## src/rtl/viterbi_pkg.sv

```systemverilog
// Shared Viterbi decoder types and defaults.
package viterbi_pkg;
  localparam int DEF_NUM_PAIRS = 8;
  localparam int PAIR_W        = 2;

  typedef enum logic [2:0] {
    IDLE,
    LOAD,
    FEED,
    TB_WAIT,
    RELEASE
  } seq_state_t;
endpackage

```

## src/rtl/decode_sequencer.sv

```systemverilog
// Frame sequencer: captures a frame, feeds its symbol pairs to the ACS datapath, runs traceback, releases the buffer.
// Latency: first pair visible 2 cycles after the LOAD cycle; outputs are registered, so each reacts one cycle after its cause.
// Backpressure: hold stalls the pair feed; traceback waits for tb_done, bounded by TB_TIMEOUT.
module decode_sequencer
  import viterbi_pkg::*;
#(
  parameter int NUM_PAIRS  = DEF_NUM_PAIRS,
  parameter int TB_TIMEOUT = 64
) (
  input  logic                                        clk,
  input  logic                                        rst,
  input  logic [PAIR_W*NUM_PAIRS-1:0]                 frame_in,
  input  logic                                        frame_valid,
  input  logic                                        hold,
  input  logic                                        tb_done,
  output logic                                        refresh,
  output logic                                        acs_clear,
  output logic [PAIR_W-1:0]                           pair_out,
  output logic                                        pair_valid,
  output logic [((NUM_PAIRS > 1) ? $clog2(NUM_PAIRS) : 1)-1:0] step_idx,
  output logic                                        tb_start,
  output logic                                        busy,
  output logic                                        tb_err,
  output logic [7:0]                                  frame_cnt
);

  localparam int FRAME_W = PAIR_W * NUM_PAIRS;
  localparam int STEP_W  = (NUM_PAIRS > 1) ? $clog2(NUM_PAIRS) : 1;
  localparam int TMR_W   = (TB_TIMEOUT > 1) ? $clog2(TB_TIMEOUT) : 1;
  localparam logic [STEP_W-1:0] LAST_STEP = STEP_W'(NUM_PAIRS - 1);
  localparam logic [TMR_W-1:0]  TMR_LAST  = TMR_W'(TB_TIMEOUT - 1);

  seq_state_t          state;
  logic [FRAME_W-1:0]  frame_q;
  logic [STEP_W-1:0]   step_cnt;
  logic [TMR_W-1:0]    tmr;
  logic [FRAME_W-1:0]  frame_sh;
  logic [PAIR_W-1:0]   pair_sel;

  // Pair 0 lives in the MSBs, so shift the selected pair up to the top.
  always_comb begin
    frame_sh = frame_q << (PAIR_W * step_cnt);
    pair_sel = frame_sh[FRAME_W-1 -: PAIR_W];
  end

  always_ff @(posedge clk or negedge rst) begin
    if (!rst) begin
      state      <= IDLE;
      frame_q    <= '0;
      step_cnt   <= '0;
      tmr        <= '0;
      refresh    <= 1'b0;
      acs_clear  <= 1'b0;
      pair_out   <= '0;
      pair_valid <= 1'b0;
      step_idx   <= '0;
      tb_start   <= 1'b0;
      busy       <= 1'b0;
      tb_err     <= 1'b0;
      frame_cnt  <= '0;
    end else begin
      refresh   <= 1'b0;
      acs_clear <= 1'b0;
      tb_start  <= 1'b0;
      unique case (state)
        IDLE: begin
          if (frame_valid) begin
            frame_q   <= frame_in;
            state     <= LOAD;
            busy      <= 1'b1;
            acs_clear <= 1'b1;
            step_cnt  <= '0;
            step_idx  <= '0;
          end
        end
        LOAD: state <= FEED;
        FEED: begin
          if (hold) begin
            pair_valid <= 1'b0;
          end else begin
            pair_valid <= 1'b1;
            pair_out   <= pair_sel;
            step_idx   <= step_cnt;
            step_cnt   <= step_cnt + 1'b1;
            if (step_cnt == LAST_STEP) begin
              state    <= TB_WAIT;
              tb_start <= 1'b1;
              tmr      <= '0;
            end
          end
        end
        TB_WAIT: begin
          pair_valid <= 1'b0;
          // tb_start is still high in the first TB_WAIT cycle, masking tb_done there.
          if (!tb_start && tb_done) begin
            state     <= RELEASE;
            refresh   <= 1'b1;
            frame_cnt <= frame_cnt + 1'b1;
          end else if (tmr == TMR_LAST) begin
            state     <= RELEASE;
            refresh   <= 1'b1;
            frame_cnt <= frame_cnt + 1'b1;
            tb_err    <= 1'b1;
          end else begin
            tmr <= tmr + 1'b1;
          end
        end
        RELEASE: begin
          state <= IDLE;
          busy  <= 1'b0;
        end
        default: begin
          state <= IDLE;
          busy  <= 1'b0;
        end
      endcase
    end
  end

endmodule

```

## config.mk

```make
export PLATFORM = sky130hd
export DESIGN_NAME = decode_sequencer
export DESIGN_NICKNAME = d
export VERILOG_FILES = /design/src/rtl/viterbi_pkg.sv /design/src/rtl/decode_sequencer.sv
export SDC_FILE = /design/constraint.sdc
export NUM_CORES = 1
export LEC_CHECK = 0
export ABC_AREA = 0
export BUFFER_PORTS_ARGS = -buffer_cell sky130_fd_sc_hd__clkbuf_2
export CAP_MARGIN = 0
export CORE_MARGIN = 2
export CORE_UTILIZATION = 55
export DETAILED_ROUTE_END_ITERATION = 7
export MAX_ROUTING_LAYER = met4
export PLACE_DENSITY = 0.76
export SETUP_SLACK_MARGIN = 0.4
export SLEW_MARGIN = 20
export SYNTH_ARGS = -nofsm -noshare
export SYNTH_HDL_FRONTEND = slang
export SYNTH_SLANG_ARGS = --single-unit
```

## constraint.sdc

```tcl
create_clock -name clk -period 2.3 [get_ports clk]
set_input_delay 0.23 -clock clk [delete_from_list [all_inputs] [get_ports clk]]
set_output_delay 0.23 -clock clk [all_outputs]
set_load 0.01 [all_outputs]
```

==> flow_metrics.env, run 1 <==
export IMPL_rsz0062_at_grt="false"
export IMPL_power_density_nw_per_um2=1222
export IMPL_grtUsageTotal_pct=21.36
export IMPL_p_total_w=0.003074
export IMPL_critical_path_required_ps=2480
export IMPL_finalHoldViolations=0
export IMPL_grt_pass1_vias=1507
export IMPL_num_antenna_cells=0
export IMPL_relSlewSlack_pct=70.23
export IMPL_final_cells=266
export IMPL_post_route_period_util_pct=73.43
export IMPL_vias=1525
export IMPL_worstMarginPinSlew_ps=443.6
export IMPL_die_w_um=66.50
export IMPL_synth_seq_cells=47
export IMPL_cts_sinks=47
export IMPL_synthesis_yosys_warnings=0
export IMPL_synthesis_nets=199
export IMPL_final_nets=242
export IMPL_synth_area_per_cell_sq_um=12.35
export IMPL_critPathMaxFanout=7
export IMPL_pin_count=40
export IMPL_arrival_ps=1870
export IMPL_synth_edf_count=0
export IMPL_cp_end_kind="flip-flop"
export IMPL_drc_errors=0
export IMPL_power_leakage_nw=1.181
export IMPL_insertion_delay_ps=300
export IMPL_cts_tree="done"
export IMPL_grt_overflow_total=0
export IMPL_finalCriticalPeriod_ps=1689
export IMPL_antenna_left=0
export IMPL_multi_input_area_sq_um=922.1
export IMPL_antenna_found_initial=0
export IMPL_dp_cells=257
export IMPL_vias_per_cell=5.733
export IMPL_area_growth_pct=17.12
export IMPL_final_cell_mix="46 x dfrtp_1, 39 x clkbuf_2, 17 x mux2_2"
export IMPL_htree_num_levels=2
export IMPL_ys_seq_area_share_pct=54.75
export IMPL_fp_dieH_um=66.50
export IMPL_wl_um=3921
export IMPL_die_area_sq_um=4422
export IMPL_clk_pin_slew_ps=80
export IMPL_tns_ps=0
export IMPL_critPathKind="flip-flop to flip-flop"
export IMPL_status="finished clean"
export IMPL_worst_ir_drop_vdd_uv=652.2
export IMPL_initial_core_util_pct=57.81
export IMPL_design_core_area_sq_um=3716
export IMPL_drv_cap=0
export IMPL_grt_max_degree=24
export IMPL_place_gp_congestion=0.8411
export IMPL_layout_drive_gt1_share_pct=35.32
export IMPL_grt_pass1_wl_um=6755
export IMPL_setup_viol=0
export IMPL_dp_hpwl_um=2952
export IMPL_clockRootBuffer="clkbuf_8"
export IMPL_firstDrtPassIters=4
export IMPL_slew_viol_final=0
export IMPL_critical_path_startpoint_type="flip-flop"
export IMPL_dp_slack_ps=415.1
export IMPL_cts_buffer_depth=2
export IMPL_final_common_cell="dfrtp_1"
export IMPL_netlist_area_sq_um=2148
export IMPL_wire_per_inst_um=14.74
export IMPL_async_flop_share_pct=100.0
export IMPL_synthFlopType="dfrtp_1"
export IMPL_fin_ws_ps=611.1
export IMPL_drt_iter0_markers=104
export IMPL_timing_fmax_ghz=0.5921
export IMPL_holdCritPathClass="primary input to flip-flop"
export IMPL_fillers=294
export IMPL_fin_skew_ps=8.635
export IMPL_cts_buffers=5
export IMPL_synth_cells=174
export IMPL_num_rows=22
export IMPL_regArea_sq_um=1177
export IMPL_io_buffers=39
export IMPL_synth_cell_type_count=45
where the power goes:
group / leakage, nW / total [W] / switching, W / internal (W)
registers: 0.591 / 0.00143 / 0.000285 / 0.00114
clock network: 0.0612 / 0.000615 / 0.000263 / 0.000351
logic: 0.529 / 0.00103 / 0.000480 / 0.000553
total: 1.18 / 0.00307 / 0.00103 / 0.00205
layer usage:
| metal | vias up | track usage, % | share of wire, % |
|---|---|---|---|
| met3 | 7 | 6.081 | 5.0 |
| li1 | 715 | - | - |
| met4 | 0 | 8.929 | 1.6 |
| met5 | - | - | 0 |
| met1 | 757 | 23.73 | 42 |
| met2 | 46 | 36.13 | 51 |
critical path, stage by stage (launching register included):
cell and delay (ps):
dfrtp_1 520, ha_1 210, ha_1 120, nor2b_1 200, o21ai_1 160, nor4bb_1 300, nor3_1 70
through the flow:
step | hold slack [ps] | util, % | cell area, sq um
after floorplan | -65.59 | - | 2148
after global placement | 191.3 | 64.01 | 2379
after detailed placement | 192.6 | 64.01 | 2379
after CTS | 147.5 | 67.44 | 2506
after global routing | 140.3 | 67.71 | 2516
final | 158.6 | 67.71 | 2516
worst paths after layout:
check	start	to	slack (ps)	cells after the start
worst min register to register	tb_err	tb_err	480	1
worst max-delay path	step_cnt[1]	tmr[3]	610	6
max in group asynchronous	rst	frame_cnt[5]	1280	3
worst max register to register	step_cnt[1]	tmr[3]	610	6
worst min-delay path	frame_in[4]	frame_q[4]	160	2
min in group asynchronous	rst	acs_clear	420	2
repair_timing:
action                                  CTS  global route
hold buffers                              1             0
endpoints found under the setup margin    0            22
resized for setup                         0             4
endpoints found under the hold margin    17             0
setup buffers                             0             0
cells in the mapped netlist (2+ instances only):
| cell | count | area [sq um] |
|---|---|---|
| dfrtp_1 | 47 | 1176 |
| ha_1 | 4 | 50.05 |
| mux2i_1 | 3 | 30.03 |
| o31ai_1 | 2 | 15.01 |
| o21ai_0 | 10 | 50.05 |
| inv_1 | 3 | 11.26 |
| xnor2_1 | 6 | 52.55 |
| a21oi_1 | 4 | 20.02 |
| and2_1 | 2 | 12.51 |
| buf_2 | 2 | 10.01 |
| nor3_1 | 2 | 10.01 |
| nand3_1 | 5 | 25.02 |
| nand2b_1 | 3 | 18.77 |
| nor2_1 | 10 | 37.54 |
| nand2_1 | 15 | 56.30 |
| mux4_2 | 4 | 90.09 |
| and3_1 | 2 | 12.51 |
| buf_4 | 3 | 22.52 |
| mux2_2 | 17 | 191.4 |
| nand4_1 | 4 | 25.02 |
| nor2b_1 | 2 | 12.51 |
final cells by class:
cell class                 instances  share of cell area (%)
timing repair buffer              43                   9.050
clock inverter                     2                   1.392
tap                               48                   2.387
inverter                           3                  0.4475
sequential                        47                   46.79
clock buffer                       6                   3.282
multi-input combinational        117                   36.65
state kept, by name, summed over array words and instances (netlist names):
signal / flops
frame_q: 16
frame_cnt: 8
tmr: 6
state: 3
step_cnt: 3
step_idx: 3
pair_out: 2
acs_clear: 1
busy: 1
pair_valid: 1
refresh: 1
tb_err: 1
tb_start: 1
logic make-up (layout without fill, tap and decap cells):
| kind of cell | after synthesis | count (layout) | synth area share [%] |
|---|---|---|---|
| buffers and inverters | 10 | 54 | 2.737 |
| XOR/XNOR | 7 | 7 | 2.854 |
| AND/OR/NAND/NOR | 55 | 55 | 13.98 |
| multiplexers | 24 | 24 | 14.50 |
| flip-flops | 47 | 47 | 54.75 |
| AO/OA/AOI/OAI | 27 | 27 | 8.853 |
| adder cells (fa/ha/maj) | 4 | 4 | 2.330 |
Power figures use the tool's default switching activity.
==> run 2: changes to the inputs <==
--- a/config.mk
+++ b/config.mk
@@ -9,10 +9,10 @@
 export BUFFER_PORTS_ARGS = -buffer_cell sky130_fd_sc_hd__clkbuf_2
 export CAP_MARGIN = 0
 export CORE_MARGIN = 2
-export CORE_UTILIZATION = 55
+export CORE_UTILIZATION = 49
 export DETAILED_ROUTE_END_ITERATION = 7
 export MAX_ROUTING_LAYER = met4
-export PLACE_DENSITY = 0.76
+export PLACE_DENSITY = 0.72
 export SETUP_SLACK_MARGIN = 0.4
 export SLEW_MARGIN = 20
 export SYNTH_ARGS = -nofsm -noshare
==> constraint.sdc (replaced) <==
create_clock -name clk -period 1.5 [get_ports clk]
set_input_delay 0.15 -clock clk [delete_from_list [all_inputs] [get_ports clk]]
set_output_delay 0.15 -clock clk [all_outputs]
set_load 0.01 [all_outputs]
==> run 2 against run 1 <==
Net effect: the flow now finishes with violations (setup timing); worst setup slack got worse by 620 ps; sequential power is 50% higher; die area rose by 11%; global-route usage rose by 2.9 points; cell count increased by 14%; combinational power grew to 3.0 times the previous value; largest power group is now combinational cells; routed wire length increased by 43%; critical path depth did not move; final area rose by 26%.
==> flow_metrics.env, run 2 (synthesized netlist as in run 1, its figures left out) <==
export IMPL_status="finished with violations"
export IMPL_violations="setup timing"
export IMPL_drc_errors=0
export IMPL_finalHoldViolations=0
export IMPL_firstDrtPassIters=4
export IMPL_dp_hpwl_um=3157
export IMPL_fin_ws_ps=-6.944
export IMPL_cts_buffer_depth=2
export IMPL_wire_per_inst_um=18.50
export IMPL_grt_overflow_total=0
export IMPL_slew_viol_final=0
export IMPL_holdCritPathClass="primary input to flip-flop"
export IMPL_final_common_cell="dfrtp_1"
export IMPL_setup_viol=1
export IMPL_cts_buffers=5
export IMPL_hold_depth=2
export IMPL_cp_end_kind="flip-flop"
export IMPL_holdCritStartpoint="frame_in[0]"
export IMPL_final_cells=303
export IMPL_htree_num_levels=2
export IMPL_grt_pass1_vias=1842
export IMPL_cpPeakStageDelay_ps=440
export IMPL_area_growth_pct=47.58
export IMPL_power_leakage_nw=1.521
export IMPL_design_core_area_sq_um=4294
export IMPL_path_cells="ha_4 -> nand4_1 -> a2bb2o_4 -> buf_4 -> o21ai_1 -> o31ai_1"
export IMPL_critical_path_required_ps=1690
export IMPL_clk_pin_slew_ps=90
export IMPL_dp_cells=269
export IMPL_arrival_ps=1700
export IMPL_critical_path_startpoint_type="flip-flop"
export IMPL_power_density_nw_per_um2=1993
export IMPL_hold_end="frame_q[0]"
export IMPL_worst_r2r_setup_slack_ps=-7
export IMPL_pin_count=40
export IMPL_r2r_end="tmr[1]"
export IMPL_num_rows=24
export IMPL_largest_reg_flops=16
export IMPL_drt_iter0_markers=158
export IMPL_die_area_sq_um=4930
export IMPL_critPathKind="flip-flop to flip-flop"
export IMPL_place_gp_congestion=0.9312
export IMPL_finalCriticalPeriod_ps=1507
export IMPL_insertion_delay_ps=310
export IMPL_drv_cap=0
export IMPL_critPathSlowestCell="dfrtp_1"
export IMPL_critPathMaxFanout=5
export IMPL_layout_drive_gt1_share_pct=58.17
export IMPL_cts_sinks=47
export IMPL_num_antenna_cells=0
export IMPL_vias_per_cell=5.822
export IMPL_grtUsageTotal_pct=24.25
export IMPL_fp_dieH_um=70.22
export IMPL_relSlewSlack_pct=76.18
export IMPL_antenna_left=0
export IMPL_whs_ps=68.05
export IMPL_fillers=273
export IMPL_worst_ir_drop_vdd_uv=1040
export IMPL_fin_skew_ps=5.492
export IMPL_antenna_found_initial=0
export IMPL_rr_startpoint="tmr[1]"
export IMPL_clockRootBuffer="clkbuf_8"
export IMPL_regArea_sq_um=1179
export IMPL_vias=1764
export IMPL_cts_tree="done"
export IMPL_rsz0062_at_grt="true"
export IMPL_final_nets=275
export IMPL_initial_core_util_pct=50.03
export IMPL_grt_max_degree=28
export IMPL_multi_input_area_sq_um=1252
export IMPL_top_regs="frame_q: 16 flops, frame_cnt: 8 flops, tmr: 6 flops"
export IMPL_die_w_um=70.22
export IMPL_top_register="frame_q"
export IMPL_post_route_period_util_pct=100.5
export IMPL_worstMarginPinSlew_ps=357.4
export IMPL_rr_worst_depth=6
export IMPL_wl_um=5606
export IMPL_dp_slack_ps=-10.62
export IMPL_tns_ps=-6.944
export IMPL_final_cell_mix="45 x dfrtp_1, 39 x clkbuf_2, 18 x buf_4"
export IMPL_timing_fmax_ghz=0.6636
export IMPL_io_buffers=39
export IMPL_grt_pass1_wl_um=8976
run 2: metal layers:
metal  share of wire [%]  global-route usage, %  vias up
li1                    -                      -      785
met1                  38                  26.54      887
met2                  53                  42.96       72
met3                 4.8                  4.185       20
met4                 3.8                  11.11        0
met5                   0                      -        -
run 2: timing repair:
action                                  4_1_cts  5_1_grt
endpoints found under the setup margin       45       47
setup buffers                                17        4
hold buffers                                  1        0
pin swaps                                    13       14
hold endpoints to repair                     47        0
cloned                                        4        0
gates resized for setup                      30       40
run 2: area by class of cell:
class	count	area share, %
Clock buffer	5	2.170
Clock inverter	3	2.131
Inverter	3	0.3552
Multi-Input combinational cell	120	39.50
Sequential cell	47	37.17
Tap cell	52	2.052
Timing Repair Buffer	73	16.61
run 2: worst max path at each step:
| stage | from | end | slack [ps] | cells after the start |
|---|---|---|---|---|
| finish | tmr[1] | tmr[1] | -7 | 6 |
| CTS | tmr[1] | tmr[0] | 30 | 6 |
| global route | tmr[0] | frame_cnt[7] | -50 | 6 |
| detailed placement | step_cnt[0] | tmr[3] | -10 | 6 |
| global placement | tmr[0] | frame_cnt[1] | 90 | 4 |
| floorplan | step_cnt[1] | tmr[3] | 100 | 6 |
run 2: power breakdown:
group / switching (W) / internal [W]
clock network: 0.000436 / 0.000664
logic: 0.00134 / 0.00173
registers: 0.000398 / 0.00175
run 2: worst max-delay path, delay by kind of cell, from the launching register on:
family / cells / cell delay (ps)
AND/OR/NAND/NOR: 1 / 100
flip-flops: 1 / 440
buffers and inverters: 1 / 160
AO/OA/AOI/OAI: 3 / 490
adder cells (fa/ha/maj): 1 / 200
run 2: per-stage QoR:
| step | instance area, sq um | util (%) | power, W |
|---|---|---|---|
| after detailed placement | 2536 | 59.06 | 0.004093 |
| final | 3171 | 73.83 | 0.006320 |
| after global placement | 2536 | 59.06 | 0.003949 |
| after floorplan | 2266 | - | 0.003525 |
| after global routing | 3171 | 73.83 | 0.006659 |
| after CTS | 2994 | 69.73 | 0.005796 |
==> run 3: changes to the inputs <==
--- a/config.mk
+++ b/config.mk
@@ -14,6 +14,7 @@
 export MAX_ROUTING_LAYER = met4
 export PLACE_DENSITY = 0.72
 export SETUP_SLACK_MARGIN = 0.4
+export SKIP_LAST_GASP = 1
 export SLEW_MARGIN = 20
 export SYNTH_ARGS = -nofsm -noshare
 export SYNTH_HDL_FRONTEND = slang
==> run 3 against run 2 <==
Net effect: the flow still finishes with violations (setup timing); largest power group unchanged; critical path depth is the same; hold slack lost 0.92 ps; via count shrank 0.85%; clock power is essentially flat; routed wire length shrank 1.6%; worst setup slack lost 15 ps; largest cell class is now sequential cells; clock skew grew 0.98 ps; non-clock buffer count is the same; maximum frequency shrank 0.99%; highest routed layer unchanged.
==> flow_metrics.env, run 3 (synthesized netlist as in run 1, its figures left out) <==
export IMPL_status="finished with violations"
export IMPL_violations="setup timing"
export IMPL_final_cells=303
export IMPL_dp_cells=269
export IMPL_dp_hpwl_um=3157
export IMPL_place_gp_congestion=0.9312
export IMPL_fin_ws_ps=-21.99
export IMPL_critPathMaxFanout=5
export IMPL_design_core_area_sq_um=4294
export IMPL_cp_end_kind="flip-flop"
export IMPL_cts_buffers=5
export IMPL_cts_sinks=47
export IMPL_insertion_delay_ps=310
export IMPL_antenna_left=0
export IMPL_drv_cap=0
export IMPL_grtUsageTotal_pct=24.25
export IMPL_power_density_nw_per_um2=1971
export IMPL_pin_count=40
export IMPL_initial_core_util_pct=50.03
export IMPL_grt_max_degree=28
export IMPL_cts_buffer_depth=2
export IMPL_final_area_sq_um=3093
export IMPL_vias=1749
export IMPL_final_nets=275
export IMPL_top_register="frame_q"
export IMPL_wl_um=5517
export IMPL_setup_viol=4
export IMPL_final_cell_mix="45 x dfrtp_1, 39 x clkbuf_2, 18 x buf_4"
export IMPL_arrival_ps=1710
export IMPL_antenna_found_initial=0
export IMPL_drt_iter0_markers=159
export IMPL_final_common_cell="dfrtp_1"
export IMPL_die_w_um=70.22
export IMPL_grt_overflow_total=0
export IMPL_htree_num_levels=2
export IMPL_drc_errors=0
export IMPL_grt_pass1_wl_um=8976
export IMPL_fin_skew_ps=6.472
export IMPL_critPathKind="flip-flop to flip-flop"
export IMPL_fp_dieH_um=70.22
export IMPL_clk_pin_slew_ps=90
export IMPL_wire_per_inst_um=18.21
export IMPL_rr_worst_depth=6
export IMPL_largest_reg_flops=16
export IMPL_top_regs="frame_q: 16 flops, frame_cnt: 8 flops, tmr: 6 flops"
export IMPL_vias_per_cell=5.772
export IMPL_critical_path_startpoint_type="flip-flop"
export IMPL_slew_viol_final=0
export IMPL_whs_ps=67.13
export IMPL_layout_drive_gt1_share_pct=57.77
export IMPL_rsz0062_at_grt="true"
export IMPL_worst_ir_drop_vdd_uv=974.9
export IMPL_worstMarginPinSlew_ps=344.1
export IMPL_dpl_cell_area_sq_um=2536
export IMPL_num_rows=24
export IMPL_cpPeakStageDelay_ps=440
export IMPL_holdCritPathClass="primary input to flip-flop"
export IMPL_critical_path_required_ps=1690
export IMPL_timing_fmax_ghz=0.6570
export IMPL_grt_pass1_vias=1842
export IMPL_finalCriticalPeriod_ps=1522
export IMPL_firstDrtPassIters=4
export IMPL_clockRootBuffer="clkbuf_8"
export IMPL_finalHoldViolations=0
export IMPL_io_buffers=39
export IMPL_cts_tree="done"
export IMPL_die_area_sq_um=4930
export IMPL_area_growth_pct=43.97
export IMPL_num_antenna_cells=0
export IMPL_dp_slack_ps=-10.62
export IMPL_power_leakage_nw=1.435
export IMPL_hold_depth=2
export IMPL_post_route_period_util_pct=101.5
export IMPL_path_cells="ha_4 -> nand4_1 -> a2bb2o_4 -> buf_4 -> o21ai_1 -> o31ai_1"
export IMPL_relSlewSlack_pct=77.06
export IMPL_critPathSlowestCell="dfrtp_1"
-- run 3: cell counts in the layout (fill, tap and decap cells not counted) --
Identical to the previous run, type by type.
-- run 3: cell type report --
type                            count  area [sq um]
Clock buffer                        5         68.82
Clock inverter                      3         67.56
Fill cell                         277          1201
Inverter                            3         11.26
Multi-Input combinational cell    120          1175
Sequential cell                    47          1179
Tap cell                           52         65.06
Timing Repair Buffer               73         526.8
-- run 3: final timing paths --
kind	from	end	slack, ps
worst max-delay path	tmr[1]	tmr[1]	-20
worst min-delay path	frame_in[0]	frame_q[0]	70
worst max register to register	tmr[1]	tmr[1]	-20
worst min register to register	frame_cnt[7]	frame_cnt[7]	470
max in group asynchronous	rst	frame_cnt[2]	850
min in group asynchronous	rst	frame_q[2]	350
-- run 3: timing repair --
item / 4_1_cts / 5_1_grt
buffers inserted: 17 / 4
hold buffers: 1 / 0
pin swaps: 13 / 13
resized for setup: 30 / 21
gates cloned: 4 / 0
endpoints found under the setup margin: 45 / 47
endpoints found under the hold margin: 47 / 0
-- run 3: report_power, final --
| part | switching [W] | internal, W | total (W) | leakage (nW) |
|---|---|---|---|---|
| Clock | 0.000439 | 0.000664 | 0.00110 | 0.0644 |
| Combinational | 0.00129 | 0.00157 | 0.00286 | 0.781 |
| Sequential | 0.000382 | 0.00175 | 0.00214 | 0.590 |
-- run 3: critical path, delay by kind of cell, from the launching register on --
family | cells | cell delay [ps]
adders and majority gates | 1 | 200
buffers and inverters | 1 | 160
DFF | 1 | 440
AOI/OAI and AO/OA | 3 | 480
and+or+nand+nor | 1 | 120
-- run 3: metal layers --
metal | GRT usage, % | part of all wire (%)
met1 | 26.54 | 37
met2 | 42.96 | 55
met3 | 4.185 | 4.3
met4 | 11.11 | 3.4
met5 | - | 0
-- run 3: through the flow --
step	total power, W	setup TNS (ps)	util (%)
3_3_place_gp	0.003949	0	59.06
3_5_place_dp	0.004093	-10.62	59.06
4_1_cts	0.005796	0	69.73
2_1_floorplan	0.003525	0	-
5_1_grt	0.006432	-331.2	72.03
6_report	0.006096	-42.45	72.03
